`config.mk`:
```
export PLATFORM = sky130hd
export DESIGN_NAME = adder_flat
export DESIGN_NICKNAME = d
export VERILOG_FILES = /design/src/rtl/adder_if.sv /design/src/rtl/adder.sv /design/src/flat_wrapper.sv
export SDC_FILE = /design/constraint.sdc
export NUM_CORES = 1
export LEC_CHECK = 0
export ABC_AREA = 1
export CORE_MARGIN = 2
export CORE_UTILIZATION = 42
export CTS_CLUSTER_DIAMETER = 30
export DETAILED_ROUTE_END_ITERATION = 10
export GPL_ROUTABILITY_DRIVEN = 0
export PLACE_DENSITY = 0.82
export SLEW_MARGIN = 20
export SYNTH_ARGS = -nofsm -noshare
export SYNTH_HDL_FRONTEND = slang
export SYNTH_SLANG_ARGS = --single-unit
```
`constraint.sdc`:
```
create_clock -name clk -period 0.8 [get_ports clk]
set_input_delay 0.08 -clock clk [delete_from_list [all_inputs] [get_ports clk]]
set_output_delay 0.08 -clock clk [all_outputs]
set_load 0.02 [all_outputs]
```
`src/rtl/adder_if.sv`:
```
// Operand/result bundle for the registered add/sub element.
// The master drives operands and mode; the slave (the adder) returns the result.
interface adder_if #(
  parameter int WIDTH = 8
);
  logic [WIDTH-1:0] x;
  logic [WIDTH-1:0] y;
  logic             flag;
  logic [WIDTH:0]   z;

  modport master (output x, output y, output flag, input z);
  modport slave  (input x, input y, input flag, output z);
endinterface

```
`src/rtl/adder.sv`:
```
// Registered two's-complement adder/subtractor built from a ripple chain
// of full-adder cells. The result is one bit wider than the operands.
module adder #(
  parameter int WIDTH = 8
) (
  input  logic   clk,
  input  logic   rst,
  adder_if.slave bus
);

  logic [WIDTH:0] a;
  logic [WIDTH:0] b;
  logic [WIDTH:0] s;
  logic [WIDTH:0] c;

  // Subtract is add of the inverted operand with carry-in set.
  assign a    = {bus.x[WIDTH-1], bus.x};
  assign b    = {bus.y[WIDTH-1], bus.y} ^ {(WIDTH+1){~bus.flag}};
  assign c[0] = ~bus.flag;

  for (genvar i = 0; i <= WIDTH; i++) begin : g_fa
    assign s[i] = a[i] ^ b[i] ^ c[i];
    // The top cell's carry-out is not needed: the extension bit absorbs it.
    if (i < WIDTH) begin : g_carry
      assign c[i+1] = (a[i] & b[i]) | (a[i] & c[i]) | (b[i] & c[i]);
    end
  end

  always_ff @(posedge clk or negedge rst) begin
    if (!rst) begin
      bus.z <= '0;
    end else begin
      bus.z <= s;
    end
  end

endmodule

```
`src/flat_wrapper.sv`:
```
// flat-port wrapper written by rule: the top's interface ports become plain ports
module adder_flat 
#(
  parameter int WIDTH = 8
)
  (clk, rst, bus_x, bus_y, bus_flag, bus_z);
  adder_if #(.WIDTH(WIDTH)) bus_i ();
  input  logic clk;
  input  logic rst;
  input wire logic [$bits(bus_i.x)-1:0] bus_x;
  input wire logic [$bits(bus_i.y)-1:0] bus_y;
  input wire logic [$bits(bus_i.flag)-1:0] bus_flag;
  output wire logic [$bits(bus_i.z)-1:0] bus_z;
  assign bus_i.x = bus_x;
  assign bus_i.y = bus_y;
  assign bus_i.flag = bus_flag;
  assign bus_z = bus_i.z;
  adder #(.WIDTH(WIDTH)) u_core (.clk(clk), .rst(rst), .bus(bus_i));
endmodule
```
Word level (Yosys, flattened, before mapping)
Index checks and enable logic that the tools add are counted.
{"block": "totals", "wordCells": 61, "input_bits": 19, "latch_bits": 0, "mem_bits_rw": 0, "out_inout_bits": 9, "register_bits": 9, "mem_bits_ro": 0, "mem_count": 0}
{"block": "classes", "n_div": 0, "n_eq_ne": 0, "bitwise_logic": 60, "shift": 0, "addsub": 0, "reduce_logical": 0, "n_lt_le_gt_ge": 0, "mux": 0, "mul": 0}
{"operator": "AND 1 bit", "count": 24}
{"operator": "bitwise XOR 1 bit", "count": 18}
{"operator": "OR 1 bit", "count": 16}
{"operator": "bitwise XOR 9 bit", "count": 1}
{"operator": "inverter 1 bit", "count": 1}

Depth between registers and ports, before layout
{"block": "depth", "word_depth": 27, "ltp_mapped": 13}

Worst setup path before layout
Ideal clock, no wire load.
{"block": "synth_path", "path_type": "in2reg", "startpoint": "in bus_flag", "endpoint": "reg u_core.bus.z[7]", "n_path_buf": 1, "path_slack_ns": -2.376, "cell_stages": 11, "arrival_ns": 3.063, "t_required_ns": 0.686, "cell_sequence": "buf_6 -> xnor2_1 -> fa_1 -> inv_1 -> fa_1 -> fa_1 -> fa_1 -> fa_1 -> fa_1 -> fa_1 -> inv_1"}
{"block": "synth_via", "elab_chain_len": 24, "elab_cells_between_ends": 39, "cone_classes": "39 x bitwise"}
{"element": "start, declared", "line_no": "flat_wrapper.sv:12", "source": "input wire logic [$bits(bus_i.flag)-1:0] bus_flag;"}
{"element": "inverter 1 bit (*)", "line_no": "adder.sv:18, adder.sv:19"}
{"element": "bitwise XOR 9 bit", "line_no": "adder.sv:18", "source": "assign b = {bus.y[WIDTH-1], bus.y} ^ {(WIDTH+1){~bus.flag}};"}
{"element": "AND 1 bit", "line_no": "adder.sv:25", "source": "assign c[i+1] = (a[i] & b[i]) | (a[i] & c[i]) | (b[i] & c[i]);"}
{"element": "OR 1 bit (2 in a row)", "line_no": "adder.sv:25"}
{"element": "AND 1 bit", "line_no": "adder.sv:25"}
{"element": "OR 1 bit (2 in a row)", "line_no": "adder.sv:25"}
{"element": "AND 1 bit", "line_no": "adder.sv:25"}
{"element": "OR 1 bit (2 in a row)", "line_no": "adder.sv:25"}
{"element": "[... 3 more ...]"}
{"element": "AND 1 bit", "line_no": "adder.sv:25"}
{"element": "OR 1 bit (2 in a row)", "line_no": "adder.sv:25"}
{"element": "AND 1 bit", "line_no": "adder.sv:25"}
{"element": "OR 1 bit (2 in a row)", "line_no": "adder.sv:25"}
{"element": "AND 1 bit", "line_no": "adder.sv:25"}
{"element": "OR 1 bit (2 in a row)", "line_no": "adder.sv:25"}
{"element": "bitwise XOR 1 bit (*)", "line_no": "adder.sv:22", "source": "assign s[i] = a[i] ^ b[i] ^ c[i];"}
{"element": "via u_core.s[7]", "line_no": "adder.sv:13", "source": "logic [WIDTH:0] s;"}
{"element": "end signal, assigned", "line_no": "adder.sv:33", "source": "bus.z <= s;"}
{"element": "end, declared", "line_no": "adder_if.sv:12", "source": "modport slave (input x, input y, input flag, output z);"}
The timed path passes the listed nets; every way through them passes the cells marked *.

Worst setup path in the final report
{"block": "layout_path", "startpoint": "in bus_y[1]", "endpoint": "reg u_core.bus.z[8]"}
{"block": "layout_via", "elab_chain_len": 23, "elab_cells_between_ends": 30, "cone_classes": "30 x bitwise"}
{"element": "start, declared", "line_no": "flat_wrapper.sv:11", "source": "input wire logic [$bits(bus_i.y)-1:0] bus_y;"}
{"element": "bitwise XOR 9 bit (*)", "line_no": "adder.sv:18"}
{"element": "AND 1 bit", "line_no": "adder.sv:25"}
{"element": "OR 1 bit", "line_no": "adder.sv:25"}
{"element": "OR 1 bit (*)", "line_no": "adder.sv:25"}
{"element": "AND 1 bit", "line_no": "adder.sv:25"}
{"element": "OR 1 bit", "line_no": "adder.sv:25"}
{"element": "OR 1 bit (*)", "line_no": "adder.sv:25"}
{"element": "AND 1 bit", "line_no": "adder.sv:25"}
{"element": "[... 8 more ...]"}
{"element": "AND 1 bit", "line_no": "adder.sv:25"}
{"element": "OR 1 bit", "line_no": "adder.sv:25"}
{"element": "OR 1 bit (*)", "line_no": "adder.sv:25"}
{"element": "AND 1 bit", "line_no": "adder.sv:25"}
{"element": "OR 1 bit", "line_no": "adder.sv:25"}
{"element": "OR 1 bit (*)", "line_no": "adder.sv:25"}
{"element": "bitwise XOR 1 bit (*)", "line_no": "adder.sv:22"}
{"element": "via u_core.s[8]", "line_no": "adder.sv:13"}
Marked as above.

==> results.json <==
{
  "path_max_fanout": 2,
  "finalPower_mw": 1.70,
  "timing.fmax_ghz": 0.359,
  "crit_type": "input pin to register",
  "track_usage_pct": 15.2,
  "yosysUniqueCellTypes": 7,
  "setup_viol": 16,
  "hp-class": "input pin to register",
  "reg_top3": "u_core.bus.z: 9 flops",
  "ys.flop_type": "dfrtp_1",
  "drv_cap": 0,
  "grt_pass1_wl_um": 1570,
  "synth_top_area_share_pct": 38.4,
  "cp.required_ns": 0.93,
  "ys_top_cells_by_count": "nand2_1 (23), inv_1 (22), dfrtp_1 (9), fa_1 (8), xnor2_1 (2)",
  "syn2layout_area_growth_pct": 71.4,
  "total_leakage_power_nw": 0.538,
  "synth_edf_count": 0,
  "cts_buffers": 3,
  "portBuffers": 27,
  "routed_wl_um": 1200,
  "largest_reg_flops": 9,
  "die_h_um": 41.4,
  "power_density_nw_per_um2": 1690,
  "path_clk_slew_ns": 0.06,
  "worst_pin_slew_ns": 0.358,
  "avgRoutedWirePerCell_um": 10.4,
  "syn_area_per_cell_um2": 8.89,
  "synth.area.top_cells": "dfrtp_1 (38%), fa_1 (27%), nand2_1 (15%)",
  "drive_gt1_share_pct": 43.0,
  "rsz0062_at_grt": "yes",
  "ant_nets": 0,
  "status": "finished, violations left",
  "dr.first_iter.drc_count": 7,
  "final_util_pct": 77.3,
  "grt_pass1_vias": 402,
  "whs_path_depth": 3,
  "antenna_found_initial": 0,
  "grt_overflow": 0,
  "cp-start-kind": "input pin",
  "ys_seq_area_share_pct": 38.4,
  "grt_busiest_layer": "met2",
  "synth_nets": 93,
  "multi_input_area_um2": 315,
  "cp-end-kind": "register",
  "synth_most_common_cell": "nand2_1",
  "hold_viol": 0,
  "min_to": "u_core.bus.z[0]$_DFF_PN0_",
  "synthArstFlopShare_pct": 100,
  "yosysWarnings": 0,
  "arrival_ns": 2.92,
  "synth_area_um2": 587,
  "cts_root_buffer": "clkbuf_4",
  "startpoint": "bus_y[1]",
  "grtUsageMet2_pct": 25.0,
  "cts_tree": "done",
  "violations": "negative setup slack",
  "drt-pass1-iter-count": 4,
  "start_util_pct": 45.1,
  "slew_viol_final": 0,
  "grt_max_degree": 10,
  "register_area_um2": 225,
  "syn_inst": 66,
  "met1_usage_pct": 18.9,
  "finalCritPeriodShare_pct": 348,
  "dpl_cell_area_um2": 923,
  "whs_ns": 0.0574,
  "yosys.area.top_type": "dfrtp_1",
  "viasPerCell": 4.14,
  "io_pins": 28,
  "vdd_drop_max_mv": 1.12,
  "timing.hold.worst.start": "bus_y[0]",
  "final_area_um2": 1010,
  "grtUsageMet3_pct": 1.60,
  "fp.coreArea_um2": 1300,
  "timing.slew.headroom_pct": 76.0,
  "cts.sinks": 9,
  "num_rows": 13,
  "dieWidth_um": 41.4,
  "place_hpwl_um": 994,
  "cts-htree-levels": 1,
  "fillers": 111,
  "final.setup.worst_slack_ns": -1.99,
  "drc": 0,
  "clockBufferDepth": 2,
  "ys_seq_elements": 9,
  "vias": 476,
  "fin_crit_ns": 2.79,
  "final_nets": 128,
  "antenna_cells": 0,
  "dieArea_um2": 1710,
  "top_register": "u_core.bus.z"
}
==> stage by stage <==
stage | worst slack (ns) | TNS (ns) | instances
6_report | -1.99 | -8.86 | 115
3_5_place_dp | -2.75 | -16.22 | 110
4_1_cts | -2.09 | -9.60 | 115
2_1_floorplan | -2.17 | -9.97 | 66
3_3_place_gp | -2.68 | -15.60 | 110
5_1_grt | -2.03 | -9.31 | 115
==> cells in the final DEF (no fill, tap or decap) <==
cell type,instances
dfrtp_1,9
inv_1,12
buf_6,10
clkbuf_4,3
dlygate4sd2_1,1
fa_1,1
dlymetal6s2s_1,1
fa_2,7
inv_4,2
xnor2_1,1
clkdlybuf4s50_1,11
clkbuf_1,1
xnor2_4,1
nand2_2,3
buf_4,4
nand2_1,19
buf_8,3
nand2_4,1
inv_2,9
clkdlybuf4s15_1,1
==> worst max-delay path: stages <==
cell and delay, ns:
buf_8 0.10, xnor2_4 0.16, fa_2 0.21, inv_2 0.04, fa_2 0.34, fa_2 0.34, fa_2 0.35, fa_2 0.36
fa_2 0.41, buf_4 0.15, fa_2 0.36
==> timing repair <==
| action | in CTS | in global routing |
|---|---|---|
| buffers inserted | 1 | 0 |
| pin swaps | 11 | 8 |
| setup endpoints to repair | 17 | 16 |
| resized for setup | 90 | 10 |
| hold buffers | 0 | 0 |
==> final cells by class <==
cell class                 instances  share of cell area, %
tap                               15                   1.87
clock buffer                       4                   2.61
multi-input combinational         33                   31.3
timing repair buffer              31                   32.7
sequential                         9                   22.4
inverter                          23                   9.08
==> logic make-up after synthesis <==
family | count (synthesis) | synth area share [%]
xor+xnor | 2 | 2.99
fa+ha+maj | 8 | 27.3
buf+inv | 24 | 16.6
flops | 9 | 38.4
simple gates | 23 | 14.7
==> metal layers <==
metal | vias to the layer above | share of wire (%)
met5 | - | 0
met4 | 0 | 2.6
met3 | 4 | 4.8
met2 | 22 | 54
met1 | 209 | 39
li1 | 241 | -
==> report_power, final <==
| group | switching, mW | total [mW] | internal [mW] |
|---|---|---|---|
| clock | 0.142 | 0.334 | 0.191 |
| sequential | 0.0416 | 0.596 | 0.554 |
| combinational | 0.363 | 0.771 | 0.409 |
==> worst max path at each step <==
stage / end / slack, ns / cells after the start
finish: u_core.bus.z[8]$_DFF_PN0_ / -1.99 / 11
global route: u_core.bus.z[7]$_DFF_PN0_ / -2.03 / 11
CTS: u_core.bus.z[7]$_DFF_PN0_ / -2.09 / 14
detailed placement: u_core.bus.z[7]$_DFF_PN0_ / -2.75 / 12
global placement: u_core.bus.z[7]$_DFF_PN0_ / -2.68 / 12
floorplan: u_core.bus.z[7]$_DFF_PN0_ / -2.17 / 11
(Power assumes the default switching activity.)
